$ cat src/rtl/fetch_unit_if.sv
// Instruction-memory request/grant/response bus between the fetch stage and
// instruction memory. The fetch stage is the master; memory is the slave.
interface fetch_unit_if;
    logic        imem_req;
    logic [31:0] imem_addr;
    logic        imem_gnt;
    logic        imem_rvalid;
    logic [31:0] imem_rdata;

    modport master (
        output imem_req,
        output imem_addr,
        input  imem_gnt,
        input  imem_rvalid,
        input  imem_rdata
    );

    modport slave (
        input  imem_req,
        input  imem_addr,
        output imem_gnt,
        output imem_rvalid,
        output imem_rdata
    );
endinterface

$ cat src/rtl/fetch_unit.sv
// Instruction-fetch stage: holds the architectural PC, fetches the word at PC
// over a request/grant/response bus, presents it downstream and loads the
// next PC on retire. Halt and misaligned next-PC values park the stage in a
// terminal state until reset.
module fetch_unit #(
    parameter logic [31:0] RESET_PC = 32'h0000_3000,
    parameter int          CNT_W    = 32
) (
    input  logic             clk,
    input  logic             rst,
    input  logic [31:0]      npc,
    input  logic             instr_ready,
    input  logic             halt,
    fetch_unit_if.master     imem,
    output logic [31:0]      pc,
    output logic [31:0]      instr,
    output logic             instr_valid,
    output logic             halted,
    output logic             misalign,
    output logic [CNT_W-1:0] retire_cnt
);

    typedef enum logic [2:0] {
        S_REQ  = 3'd0,
        S_WAIT = 3'd1,
        S_HOLD = 3'd2,
        S_HALT = 3'd3,
        S_ERR  = 3'd4
    } state_e;

    state_e           state_q,       state_d;
    logic [31:0]      pc_q,          pc_d;
    logic [31:0]      instr_q,       instr_d;
    logic             instr_valid_q, instr_valid_d;
    logic             halted_q,      halted_d;
    logic             misalign_q,    misalign_d;
    logic [CNT_W-1:0] retire_cnt_q,  retire_cnt_d;
    logic             imem_req_q,    imem_req_d;

    // Next-state and datapath update; every register holds unless its state acts.
    always_comb begin
        state_d       = state_q;
        pc_d          = pc_q;
        instr_d       = instr_q;
        instr_valid_d = instr_valid_q;
        halted_d      = halted_q;
        misalign_d    = misalign_q;
        retire_cnt_d  = retire_cnt_q;

        case (state_q)
            S_REQ: begin
                if (imem.imem_gnt) begin
                    state_d = S_WAIT;
                end else begin
                    state_d = S_REQ;
                end
            end
            S_WAIT: begin
                // Only responses seen while waiting are captured, so a
                // response coincident with the grant is dropped.
                if (imem.imem_rvalid) begin
                    instr_d       = imem.imem_rdata;
                    instr_valid_d = 1'b1;
                    state_d       = S_HOLD;
                end else begin
                    state_d = S_WAIT;
                end
            end
            S_HOLD: begin
                if (instr_ready) begin
                    retire_cnt_d  = retire_cnt_q + CNT_W'(1);
                    instr_valid_d = 1'b0;
                    // Halt wins over the alignment check; pc stays put.
                    if (halt) begin
                        halted_d = 1'b1;
                        state_d  = S_HALT;
                    end else if (npc[1:0] != 2'b00) begin
                        misalign_d = 1'b1;
                        state_d    = S_ERR;
                    end else begin
                        pc_d    = npc;
                        state_d = S_REQ;
                    end
                end else begin
                    state_d = S_HOLD;
                end
            end
            S_HALT: begin
                state_d = S_HALT;
            end
            S_ERR: begin
                state_d = S_ERR;
            end
            default: begin
                // Unreachable encoding: park safely with nothing presented.
                instr_valid_d = 1'b0;
                state_d       = S_ERR;
            end
        endcase

        // Request flop tracks the state being entered so it is registered.
        imem_req_d = (state_d == S_REQ);
    end

    // State and datapath registers with synchronous reset overriding all.
    always_ff @(posedge clk) begin
        if (rst) begin
            state_q       <= S_REQ;
            pc_q          <= RESET_PC;
            instr_q       <= 32'h0000_0000;
            instr_valid_q <= 1'b0;
            halted_q      <= 1'b0;
            misalign_q    <= 1'b0;
            retire_cnt_q  <= '0;
            imem_req_q    <= 1'b1;
        end else begin
            state_q       <= state_d;
            pc_q          <= pc_d;
            instr_q       <= instr_d;
            instr_valid_q <= instr_valid_d;
            halted_q      <= halted_d;
            misalign_q    <= misalign_d;
            retire_cnt_q  <= retire_cnt_d;
            imem_req_q    <= imem_req_d;
        end
    end

    assign imem.imem_req  = imem_req_q;
    assign imem.imem_addr = pc_q;
    assign pc             = pc_q;
    assign instr          = instr_q;
    assign instr_valid    = instr_valid_q;
    assign halted         = halted_q;
    assign misalign       = misalign_q;
    assign retire_cnt     = retire_cnt_q;

endmodule

$ cat src/flat_wrapper.sv
// flat-port wrapper written by rule: the top's interface ports become plain ports
module fetch_unit_flat 
#(
    parameter logic [31:0] RESET_PC = 32'h0000_3000,
    parameter int          CNT_W    = 32
)
  (clk, rst, npc, instr_ready, halt, pc, instr, instr_valid, halted, misalign, retire_cnt, imem_imem_req, imem_imem_addr, imem_imem_gnt, imem_imem_rvalid, imem_imem_rdata);
  fetch_unit_if imem_i ();
  input  logic clk;
  input  logic rst;
  input  logic [31:0] npc;
  input  logic instr_ready;
  input  logic halt;
  output logic [31:0] pc;
  output logic [31:0] instr;
  output logic instr_valid;
  output logic halted;
  output logic misalign;
  output logic [CNT_W-1:0] retire_cnt;
  output wire logic [$bits(imem_i.imem_req)-1:0] imem_imem_req;
  output wire logic [$bits(imem_i.imem_addr)-1:0] imem_imem_addr;
  input wire logic [$bits(imem_i.imem_gnt)-1:0] imem_imem_gnt;
  input wire logic [$bits(imem_i.imem_rvalid)-1:0] imem_imem_rvalid;
  input wire logic [$bits(imem_i.imem_rdata)-1:0] imem_imem_rdata;
  assign imem_imem_req = imem_i.imem_req;
  assign imem_imem_addr = imem_i.imem_addr;
  assign imem_i.imem_gnt = imem_imem_gnt;
  assign imem_i.imem_rvalid = imem_imem_rvalid;
  assign imem_i.imem_rdata = imem_imem_rdata;
  fetch_unit #(.RESET_PC(RESET_PC), .CNT_W(CNT_W)) u_core (.clk(clk), .rst(rst), .npc(npc), .instr_ready(instr_ready), .halt(halt), .imem(imem_i), .pc(pc), .instr(instr), .instr_valid(instr_valid), .halted(halted), .misalign(misalign), .retire_cnt(retire_cnt));
endmodule
$ cat config.mk
export PLATFORM = sky130hd
export DESIGN_NAME = fetch_unit_flat
export DESIGN_NICKNAME = d
export VERILOG_FILES = /design/src/rtl/fetch_unit_if.sv /design/src/rtl/fetch_unit.sv /design/src/flat_wrapper.sv
export SDC_FILE = /design/constraint.sdc
export NUM_CORES = 1
export LEC_CHECK = 0
export CAP_MARGIN = 20
export CORE_ASPECT_RATIO = 2
export CORE_MARGIN = 3
export CORE_UTILIZATION = 44
export CTS_CLUSTER_DIAMETER = 120
export DETAILED_ROUTE_END_ITERATION = 8
export GPL_TIMING_DRIVEN = 1
export PLACE_DENSITY = 0.95
export SLEW_MARGIN = 20
export SYNTH_ARGS = -nofsm -noshare
export SYNTH_HDL_FRONTEND = slang
export SYNTH_SLANG_ARGS = --single-unit
export TNS_END_PERCENT = 50
$ cat constraint.sdc
create_clock -name clk -period 5.4 [get_ports clk]
set_input_delay 1.08 -clock clk [delete_from_list [all_inputs] [get_ports clk]]
set_output_delay 1.08 -clock clk [all_outputs]
set_load 0.05 [all_outputs]
[Yosys cells after proc, flatten, opt, wreduce, memory -nomap -nowiden]
Cells that the tools add are included.
Cells by class
  add/sub/neg operators: 1
  multipliers: 0
  divide/modulo/power cells: 0
  $lt $le $gt $ge: 0
  equality and inequality tests: 6
  shift-type cells: 0
  multiplexer cells: 9
  bitwise operators: 3
  reduce and logical (&&, ||, !) cells: 10
Operators with widths (count)
  adder 32 x 1 -> 32 bit, second input constant: 1
  case mux 3 bit (4 select lines): 1
  2-to-1 mux 3 bit: 3
  AND reduction 4 bit: 2
  equality test 3 x 2 -> 1 bit, second input constant: 2
  zero test 3 bit: 2
  AND reduction 3 bit: 2
  != test 2 bit, second input constant: 2
  AND reduction 2 bit: 2
  equality test 3 x 1 -> 1 bit, second input constant: 1
  equality test 3 bit, second input constant: 1
  2-to-1 mux 1 bit: 3
  inverter 1 bit: 3
  case mux 1 bit (3 select lines): 1
  OR reduction 3 bit: 1
  2-to-1 mux 2 bit: 1
  nonzero test 2 bit: 1
Word-level totals
  register bits after elaboration: 103
  bits in latches: 0
  bits in writable memories: 0
  memory bits (read-only): 0
  input bits: 70
  output and inout bits: 132
  word-level logic and storage cells: 37
  memories kept: 0

[Depth between registers and ports, before layout]
Gate-level depths: netlist of the first run.
  depth after elaboration: 6
  mapped depth: 7
  depth with buffers taken out: 5

[Worst setup path before layout of the first run]
OpenSTA, ideal clock, no wires.
  kind: in2reg
  from: input port instr_ready
  to: register u_core.retire_cnt_q[30], in the netlist u_core.retire_cnt[30]
  library setup time: 0.123 ns
  data arrival time: 2.181 ns
  required time: 5.277 ns
  setup slack: 3.095 ns
  stages: 5
  path buffers: 1
  path through: and4bb_4 nand4_4 buf_6 nor4_1 mux2_1
Between the ends
  longest elaborated chain between the ends: 1
Ends and longest elaborated chain
  start: declaration: RTL line flat_wrapper.sv:12  | input logic instr_ready;
  AND reduction 2 bit (no line)
  end signal: assignment: RTL line fetch_unit.sv:123  | retire_cnt_q <= retire_cnt_d;
  end: declaration: RTL line fetch_unit.sv:37  | logic [CNT_W-1:0] retire_cnt_q, retire_cnt_d;
Every way passes these cells.
A chain may end at the register's enable or synchronous reset.

[Worst setup path in the final report of the first run]
  from: input port instr_ready
  to: register u_core.retire_cnt_q[31], in the netlist u_core.retire_cnt[31]
Same word-level chain as after synthesis.

==> reports/results.tsv, run 1 <==
stage	metric	value	unit
clock_tree	clk_path_buf_depth	2	
logic_synthesis	yosys_register_bits	103	
floorplanning	io_pins	202	
power	pwr-share-comb	11.7	%
critical_path	crit_arrival	3.19	ns
run	cap_violations	0	
floorplanning	start_util	45.3	%
global_routing	grt_pass1_vias	4178	
logic_synthesis	yosysWarnings	0	
sta	setup_viol	0	
sta	maxSlewHeadroom	30.3	%
logic_synthesis	avgSynthCellArea	8.21	um2
clock_tree	clock_latency	0.34	ns
critical_path	slowest_delay	0.51	ns
critical_path	critPathLaunchType	input port	
logic_synthesis	ys_seq_area_share	48.5	%
floorplanning	coreArea	9380	um2
final_layout	fin_area	6310	um2
critical_path	worstPathRequired	5.63	ns
critical_path	path_buf_inv	1	
power	switchingPower	408	uW
logic_synthesis	synth_largest_area_cell	dfxtp_1	
global_routing	grt.total_usage	23.5	%
sta	fmax	0.338	GHz
sta	rsz0062_at_grt	no	
clock_tree	path_clk_slew	0.07	ns
hold_path	hold_start	u_core.instr[24]	
global_routing	grt_max_degree	106	
routing	antenna_left	0	
clock_tree	cts-root-buf	clkbuf_16	
floorplanning	row_count	50	
routing	first_pass_iters	4	
logic_synthesis	synth_cell_types	38	
power	power_leakage	2.12	nW
final_layout	final_nets	737	
clock_tree	htree_levels	3	
logic_synthesis	netlist_instances	518	
logic_synthesis	synth_area_leaders	dfxtp_1, nand2_1, a21oi_1, buf_4, o31ai_1	
routing	drc	0	
final_layout	area_growth	48.3	%
sta	fin_tns_setup	0	ns
routing	wl	13.3	mm
clock_tree	cts_setup_buffers	0	
place	dp_hpwl	9.74	mm
logic_synthesis	synth_edf_count	0	
logic_synthesis	synth.most_common_cell	nand2_1	
power	swShare	25.8	%
power	p_int	1.18	mW
sta	finalCritPeriodShare	54.9	%
global_routing	grt_pass1_wl	20.1	mm
clock_tree	cts_sinks	103	
floorplanning	die_w	75.5	um
critical_path	path_class	input port to register	
power	power	1.58	mW
hold_path	hp-class	register to register	
clock_tree	holdBufCountCts	0	
clock_tree	post_cts_resized	0	
final_layout	drive_gt1_share	3.87	%
power	p_seq_share	49.4	%
logic_synthesis	synthTopCellsByCount	nand2_1, dfxtp_1, a21oi_1	
clock_tree	cts_buffers	9	
sta	tightest_slew	1.05	ns
critical_path	startpoint	instr_ready	
sta	post-route-min-period	2.96	ns
critical_path	crit_path_end_kind	register	
routing	num_vias	4242	
global_routing	grt_antenna_before_repair	0	
floorplanning	dieArea	11000	um2
critical_path	reg2reg_from	u_core.state_q[2]	
critical_path	path_max_fanout	22	
place	place_area	6010	um2
sta	fin_skew	0.00684	ns
power	p_per_area	251	nW/um2
logic_synthesis	netlist_area	4250	um2
logic_synthesis	synthArstFlopShare	0	%
routing	via_per_inst	5.47	
global_routing	overflow	0	
power	vdd_drop_max	0.000184	V
critical_path	crit_family	simple AND/OR/NAND/NOR gates	
logic_synthesis	synth_top_area_share	48.5	%
place	place.port_buffers	201	
status	status	finished, final reports clean	
sta	hold_viol	0	
logic_synthesis	syn_nets	589	
place	gp_congestion	0.806	
routing	drtIter0Drc	258	
critical_path	cp_slowest_cell	clkdlybuf4s50_1	
logic_synthesis	synth_ff_type	dfxtp_1	
critical_path	path_cells	clkdlybuf4s50_1, and4bb_4, nand4_2, nor4_1, mux2_1	
routing	wl_per_cell	17.1	um
sta	slew_violations	0	
final_layout	antenna_cells	0	
floorplanning	die_y	145	um
power	pwr-share-clk	38.9	%
clock_tree	tritoncts	done	
layout by cell type (no fill, tap or decap), drive strengths merged, types with 5 or more instances in the layout:
cell type	Yosys	layout
clkdlybuf4s50	0	200
nand2	133	133
dfxtp	103	103
a21oi	82	82
nor2	20	20
o31ai	13	13
or4	13	13
nand4	11	11
clkbuf	25	10
nand3	9	9
inv	7	9
o21ai	8	8
or3	8	8
xor2	7	7
and4	5	5
final cells by class:
cell class	instances	area [um2]
timing repair buffer	203	2030
fill	734	3070
clock buffer	10	229
multi-input combinational	342	1780
inverter	7	26.3
sequential	103	2060
tap	104	130
clock inverter	6	53.8
metal layers:
metal | routed length, um | global-route usage [%] | up-vias
li1 | - | - | 2025
met5 | 0 | 0 | -
met4 | 690 | 14.1 | 0
met1 | 4560 | 23.6 | 1965
met2 | 7130 | 41.6 | 203
met3 | 909 | 4.58 | 49
state kept, by name (all words and copies together), names as in the netlist:
| register | cells |
|---|---|
| u_core.misalign | 1 |
| u_core.halted | 1 |
| u_core.state_q | 3 |
| u_core.retire_cnt | 32 |
| u_core.imem.imem_req | 1 |
| u_core.instr | 32 |
| u_core.instr_valid | 1 |
| u_core.imem.imem_addr | 32 |
kinds of logic after synthesis:
logic type	synth area share, %
xor gates and xnor gates	1.85
AOI/OAI and AO/OA	14.0
buffers and inverters	9.94
adders and majority gates	0.294
DFF	48.5
muxes	0.765
and+or+nand+nor	24.6
final timing paths:
path / slack, ns / cells past startpoint / end
setup reg to reg: 3.19 / 4 / u_core.retire_cnt[31]
setup / recovery: 2.44 / 5 / u_core.retire_cnt[31]
hold reg to reg: 0.45 / 2 / u_core.instr[24]
hold / removal: 0.45 / 2 / u_core.instr[24]
worst register-to-register path: cells and delay by family (launching register included):
kind | cells | cell delay (ns)
AND/OR/NAND/NOR | 3 | 1.36
multiplexers | 1 | 0.36
flip-flops | 1 | 0.38
power by group through the flow:
stage	registers, mW	logic (mW)	clock network (mW)
6_report	0.783	0.185	0.616
5_1_grt	0.785	0.196	0.656
4_1_cts	0.783	0.184	0.628
3_5_place_dp	0.801	0.183	0
3_3_place_gp	0.799	0.179	0
2_1_floorplan	0.846	0.0480	0
through the flow:
step                      hold slack, ns  std cells  worst slack [ns]  util [%]
after detailed placement           0.446        758              1.99      64.0
final                              0.454        775              2.44      67.2
after floorplan                    0.503        518              3.10         -
after global placement             0.442        758              2.15      64.0
after CTS                          0.456        774              2.34      67.1
after global routing               0.479        775              2.25      67.2
Power figures use the tool's default switching activity.
==> run 2, diff against run 1 <==
Settings changed: CORE_UTILIZATION 44 to 37, PLACE_DENSITY 0.95 to 0.88.
Clock period 5.4 ns to 2.54 ns, I/O delays scaled along.
==> run 2 against run 1 <==
Net effect: sequential share of layout area is 0.61 points lower; largest power group unchanged; utilization decreased by 9.2 points; die area up 18%; combinational power up 110%; register-to-register slack lost 2.7 ns; largest cell class is now buffers.
==> reports/results.tsv, run 2 (same netlist as run 1, synthesis figures left out) <==
stage	metric	value	unit	change
global_routing	grt_antenna_before_repair	0		unchanged
clock_tree	cts_buffers	9		unchanged
place	gp_congestion	0.881		was 0.806
routing	first_pass_iters	4		unchanged
critical_path	crit_family	buffers and inverters		was simple AND/OR/NAND/NOR gates
routing	drtIter0Drc	163		was 258
final_layout	area_growth	51.1	%	was 48.3%
routing	num_vias	4194		was 4242
place	dp_hpwl	9.86	mm	was 9.74 mm
sta	fmax	0.458	GHz	
critical_path	slowest_delay	0.87	ns	was 0.51 ns
place	post-place-ws	0.102	ns	was 1.99 ns
sta	slew_violations	0		unchanged
clock_tree	path_clk_slew	0.07	ns	about the same
final_layout	final_common_cell	clkdlybuf4s50_1		unchanged
status	status	finished, final reports clean		unchanged
final_layout	n_fill_cell	947		was 734
clock_tree	cts_sinks	103		unchanged
sta	fin_skew	0.0111	ns	was 0.00684 ns
critical_path	path_max_fanout	8		was 22
power	p_int	2.61	mW	was 1.18 mW
critical_path	crit_path_end_kind	output pin		was register
power	pwr-share-clk	41.2	%	was 38.9%
power	swShare	25.4	%	was 25.8%
clock_tree	cts_setup_buffers	0		unchanged
clock_tree	tritoncts	done		unchanged
critical_path	path_buf_inv	1		unchanged
routing	wl_per_cell	15.9	um	was 17.1 um
sta	finalWorstSetupSlack	0.357	ns	was 2.44 ns
routing	drc	0		unchanged
sta	hold_slack	0.455	ns	was 0.454 ns
sta	finalCritPeriodShare	85.9	%	
sta	maxSlewHeadroom	61.4	%	was 30.3%
place	place_area	6120	um2	was 6010 um2
floorplanning	dieArea	12900	um2	was 11000 um2
place	place.port_buffers	201		unchanged
power	switchingPower	889	uW	was 408 uW
floorplanning	start_util	38.4	%	was 45.3%
routing	antenna_left	0		unchanged
global_routing	grt_pass1_vias	4141		was 4178
final_layout	final_nets	743		was 737
clock_tree	htree_levels	3		unchanged
critical_path	path_class	register to output pin		was input port to register
global_routing	grt.total_usage	19.9	%	was 23.5%
power	pwr-share-comb	11.3	%	was 11.7%
sta	fin_tns_setup	0	ns	unchanged
floorplanning	io_pins	202		unchanged
clock_tree	clk_path_buf_depth	2		unchanged
power	p_per_area	544	nW/um2	was 251 nW/um2
power	power_leakage	2.17	nW	was 2.12 nW
critical_path	critPathLaunchType	register		was input port
critical_path	path_cells	clkdlybuf4s50_1		was clkdlybuf4s50_1, and4bb_4, nand4_2, nor4_1, mux2_1
sta	rsz0062_at_grt	no		unchanged
floorplanning	die_y	158	um	was 145 um
final_layout	regArea	2060	um2	unchanged
global_routing	overflow	0		unchanged
final_layout	multi_input_area	1770	um2	was 1780 um2
sta	tightest_slew	0.577	ns	was 1.05 ns
final_layout	fin_area	6430	um2	was 6310 um2
run	cap_violations	0		unchanged
final_layout	drive_gt1_share	4.58	%	was 3.87%
routing	wl	13.0	mm	was 13.3 mm
critical_path	worstPathRequired	2.03	ns	was 5.63 ns
floorplanning	row_count	54		was 50
floorplanning	coreArea	11100	um2	was 9380 um2
global_routing	grt_pass1_wl	19.9	mm	was 20.1 mm
power	vdd_drop_max	0.000314	V	was 0.000184 V
sta	setup_viol	0		unchanged
final_layout	mostFrequentLayoutCells	clkdlybuf4s50_1, nand2_1, dfxtp_1		unchanged
sta	hold_viol	0		unchanged
sta	post-route-min-period	2.18	ns	
clock_tree	cts-root-buf	clkbuf_16		unchanged
routing	via_per_inst	5.13		was 5.47
critical_path	cp_slowest_cell	clkdlybuf4s50_1		unchanged
power	p_seq_share	47.6	%	was 49.4%
hold_path	hp-class	register to register		unchanged
final_layout	antenna_cells	0		unchanged
clock_tree	post_cts_resized	0		unchanged
critical_path	crit_arrival	1.67	ns	was 3.19 ns
clock_tree	clock_latency	0.35	ns	was 0.34 ns
global_routing	grt_max_degree	44		was 106
clock_tree	holdBufCountCts	0		unchanged
floorplanning	die_w	81.8	um	was 75.5 um
-- run 2: worst paths after layout --
path,slack (ns),depth (start not counted),endpoint,from
worst min-delay path,0.45,2,u_core.instr[8],u_core.instr[8]
worst min register to register,0.45,2,u_core.instr[8],u_core.instr[8]
worst max-delay path,0.36,1,retire_cnt[24],u_core.retire_cnt[24]
worst max register to register,0.51,4,u_core.retire_cnt[31],u_core.retire_cnt[14]
-- run 2: area by class of cell --
| class | instances | area share [%] |
|---|---|---|
| repair buffers | 209 | 32.4 |
| clock buffers | 9 | 3.50 |
| multi-input cells | 342 | 27.6 |
| clock inverters | 7 | 1.32 |
| well taps | 140 | 2.72 |
| flip-flops and latches | 103 | 32.1 |
| inverters | 7 | 0.409 |
-- run 2: power groups by stage --
stage               combinational [mW]  sequential (mW)  clock (mW)
finish                           0.394             1.66        1.44
CTS                              0.395             1.66        1.48
global placement                 0.385             1.70           0
global route                     0.416             1.67        1.53
detailed placement               0.394             1.70           0
floorplan                        0.102             1.80           0
-- run 2: routing by layer --
layer | vias to the layer above | track usage [%] | part of all wire, %
met4 | 0 | 12.1 | 5.0
met1 | 1958 | 19.9 | 34
li1 | 2038 | - | -
met3 | 41 | 3.70 | 5.6
met5 | - | 0 | 0
met2 | 157 | 36.5 | 56
-- run 2: per-stage QoR --
stage	total power [mW]	util, %	instances
finish	3.50	58.0	817
global route	3.62	58.0	817
CTS	3.54	58.0	817
detailed placement	2.10	55.2	801
global placement	2.08	55.2	801
floorplan	1.90	-	518
==> run 3, diff against run 2 <==
Settings changed: CORE_UTILIZATION 37 to 56, DONT_BUFFER_PORTS from default to 1, PLACE_DENSITY 0.88 to 0.85.
==> run 3 against run 2 <==
Net effect: hold slack worse by 0.22 ns; final cell count is 24% lower; fmax is 4.9% higher; critical endpoint is now u_core.retire_cnt[31]; die area is 32% lower; final area is 26% lower; sequential share of layout area is 11 points higher; routed wire length is 22% lower; power is 8.0% lower; largest cell class is now flip-flops and latches.
==> reports/results.tsv, run 3 (same netlist as run 1, synthesis figures left out) <==
stage	metric	value	unit	change
hold_path	hold_start	rst		was u_core.instr[8]
critical_path	reg2reg_from	u_core.retire_cnt[13]		was u_core.retire_cnt[14]
clock_tree	tritoncts	done		unchanged
critical_path	crit_family	simple AND/OR/NAND/NOR gates		was buffers and inverters
sta	fmax	0.480	GHz	was 0.458 GHz
global_routing	grt_pass1_wl	15.4	mm	was 19.9 mm
sta	finalCritPeriodShare	81.9	%	was 85.9%
final_layout	final_nets	598		was 743
sta	tightest_slew	0.633	ns	was 0.577 ns
critical_path	crit_arrival	2.31	ns	was 1.67 ns
final_layout	mostFrequentLayoutCells	nand2_1, dfxtp_1, a21oi_1		was clkdlybuf4s50_1, nand2_1, dfxtp_1
clock_tree	cts-root-buf	clkbuf_16		unchanged
global_routing	grt.total_usage	23.0	%	was 19.9%
clock_tree	path_clk_slew	0.06	ns	was 0.07 ns
global_routing	grt_pass1_vias	3342		was 4141
sta	finalWorstSetupSlack	0.459	ns	was 0.357 ns
critical_path	reg2regPathDepth	4		unchanged
floorplanning	die_y	129	um	was 158 um
global_routing	busiest_layer	met2		unchanged
floorplanning	io_pins	202		unchanged
routing	wl_per_cell	16.3	um	was 15.9 um
run	cap_violations	0		unchanged
global_routing	use_met1	21.6	%	was 19.9%
clock_tree	post_cts_resized	0		unchanged
sta	post-route-min-period	2.08	ns	was 2.18 ns
sta	fin_tns_setup	0	ns	unchanged
final_layout	final_common_cell	nand2_1		was clkdlybuf4s50_1
critical_path	slowest_delay	0.70	ns	was 0.87 ns
place	place.port_buffers	0		was 201
clock_tree	cts_setup_buffers	0		unchanged
global_routing	grt_max_degree	106		was 44
routing	drtIter0Drc	228		was 163
place	post-place-ws	0.462	ns	was 0.102 ns
global_routing	overflow	0		unchanged
hold_path	hp-class	input port to register		was register to register
routing	first_pass_iters	5		was 4
critical_path	path_class	register to register		was register to output pin
routing	drc	0		unchanged
sta	fin_skew	0.00578	ns	was 0.0111 ns
global_routing	grt_antenna_before_repair	0		unchanged
sta	slew_violations	0		unchanged
sta	maxSlewHeadroom	57.7	%	was 61.4%
floorplanning	dieArea	8740	um2	was 12900 um2
critical_path	timing.reg2reg.setup_slack	0.46	ns	was 0.51 ns
final_layout	area_growth	11.8	%	was 51.1%
power	vdd_drop_max	0.000432	V	was 0.000314 V
clock_tree	cts_sinks	103		unchanged
clock_tree	holdBufCountCts	0		unchanged
global_routing	gr-usage-met3	7.20	%	was 3.70%
routing	num_vias	3587		was 4194
sta	hold_slack	0.232	ns	was 0.455 ns
sta	rsz0062_at_grt	no		unchanged
power	p_per_area	677	nW/um2	was 544 nW/um2
hold_path	min_to	u_core.retire_cnt[13]		was u_core.instr[8]
sta	hold_viol	0		unchanged
floorplanning	row_count	44		was 54
critical_path	critPathLaunchType	register		unchanged
final_layout	drive_gt1_share	16.2	%	was 4.58%
power	p_int	2.47	mW	was 2.61 mW
floorplanning	die_w	67.6	um	was 81.8 um
floorplanning	start_util	58.1	%	was 38.4%
critical_path	path_max_fanout	11		was 8
routing	wl	10.2	mm	was 13.0 mm
status	status	finished, final reports clean		unchanged
power	swShare	23.3	%	was 25.4%
power	pwr-share-clk	42.0	%	was 41.2%
routing	antenna_left	0		unchanged
critical_path	path_buf_inv	0		was 1
power	switchingPower	751	uW	was 889 uW
critical_path	cp_slowest_cell	dfxtp_1		was clkdlybuf4s50_1
hold_path	min_path_cells	1		was 2
clock_tree	cts_buffers	9		unchanged
clock_tree	htree_levels	3		unchanged
global_routing	gr-usage-met2	42.9	%	was 36.5%
place	dp_hpwl	7.50	mm	was 9.86 mm
power	p_seq_share	54.7	%	was 47.6%
clock_tree	clock_latency	0.34	ns	was 0.35 ns
power	pwr-share-comb	3.3	%	was 11.3%
final_layout	utilization	65.0	%	was 58.0%
place	gp_congestion	0.780		was 0.881
final_layout	antenna_cells	0		unchanged
routing	via_per_inst	5.76		was 5.13
critical_path	path_cells	and3_1, nand4_1, nor4_1, mux2_1		was clkdlybuf4s50_1
power	power_leakage	1.74	nW	was 2.17 nW
sta	setup_viol	0		unchanged
critical_path	worstPathRequired	2.77	ns	was 2.03 ns
clock_tree	clk_path_buf_depth	2		unchanged
floorplanning	coreArea	7320	um2	was 11100 um2
critical_path	crit_path_end_kind	register		was output pin
critical_path	r2r_end	u_core.retire_cnt[31]		unchanged
-- run 3: cell types whose count changed in the layout (fill, tap and decap cells not counted), sizes merged --
| cell | change |
|---|---|
| inv | -5 |
| clkdlybuf4s50 | -200 |
| clkinvlp | +2 |
| clkbuf | +1 |
| clkinv | +1 |
| buf | +55 |
-- run 3: layout make-up --
| class | instances | area (um2) |
|---|---|---|
| multi-input cells | 342 | 1780 |
| flip-flops and latches | 103 | 2060 |
| inverters | 7 | 26.3 |
| clock buffers | 10 | 239 |
| clock inverters | 5 | 58.8 |
| repair buffers | 64 | 480 |
| fillers | 597 | 2560 |
| well taps | 92 | 115 |
-- run 3: how the worst max path moves through the flow --
stage                                startpoint               endpoint  cells past startpoint
after detailed placement  u_core.retire_cnt[13]  u_core.retire_cnt[31]                      4
after floorplan            u_core.retire_cnt[0]  u_core.retire_cnt[30]                      6
final                     u_core.retire_cnt[13]  u_core.retire_cnt[31]                      4
after CTS                 u_core.retire_cnt[13]  u_core.retire_cnt[31]                      4
after global placement    u_core.retire_cnt[13]  u_core.retire_cnt[31]                      4
after global routing      u_core.retire_cnt[13]  u_core.retire_cnt[31]                      4
-- run 3: metal layers --
layer,vias up,share of wire (%)
met4,0,3.1
met5,-,0
li1,1742,-
met1,1654,35
met2,163,55
met3,28,7.7
-- run 3: stage by stage --
step / std cells / area [um2] / power, mW
final: 623 / 4760 / 3.22
after global routing: 623 / 4760 / 3.32
after CTS: 623 / 4760 / 3.25
after detailed placement: 608 / 4460 / 1.91
after global placement: 608 / 4460 / 1.90
after floorplan: 518 / 4250 / 1.90
-- run 3: power groups by stage --
stage	Combinational [mW]	Sequential [mW]	Clock (mW)
after global routing	0.120	1.76	1.43
after floorplan	0.102	1.80	0
final	0.108	1.76	1.35
after CTS	0.109	1.76	1.38
after global placement	0.103	1.80	0
after detailed placement	0.108	1.80	0
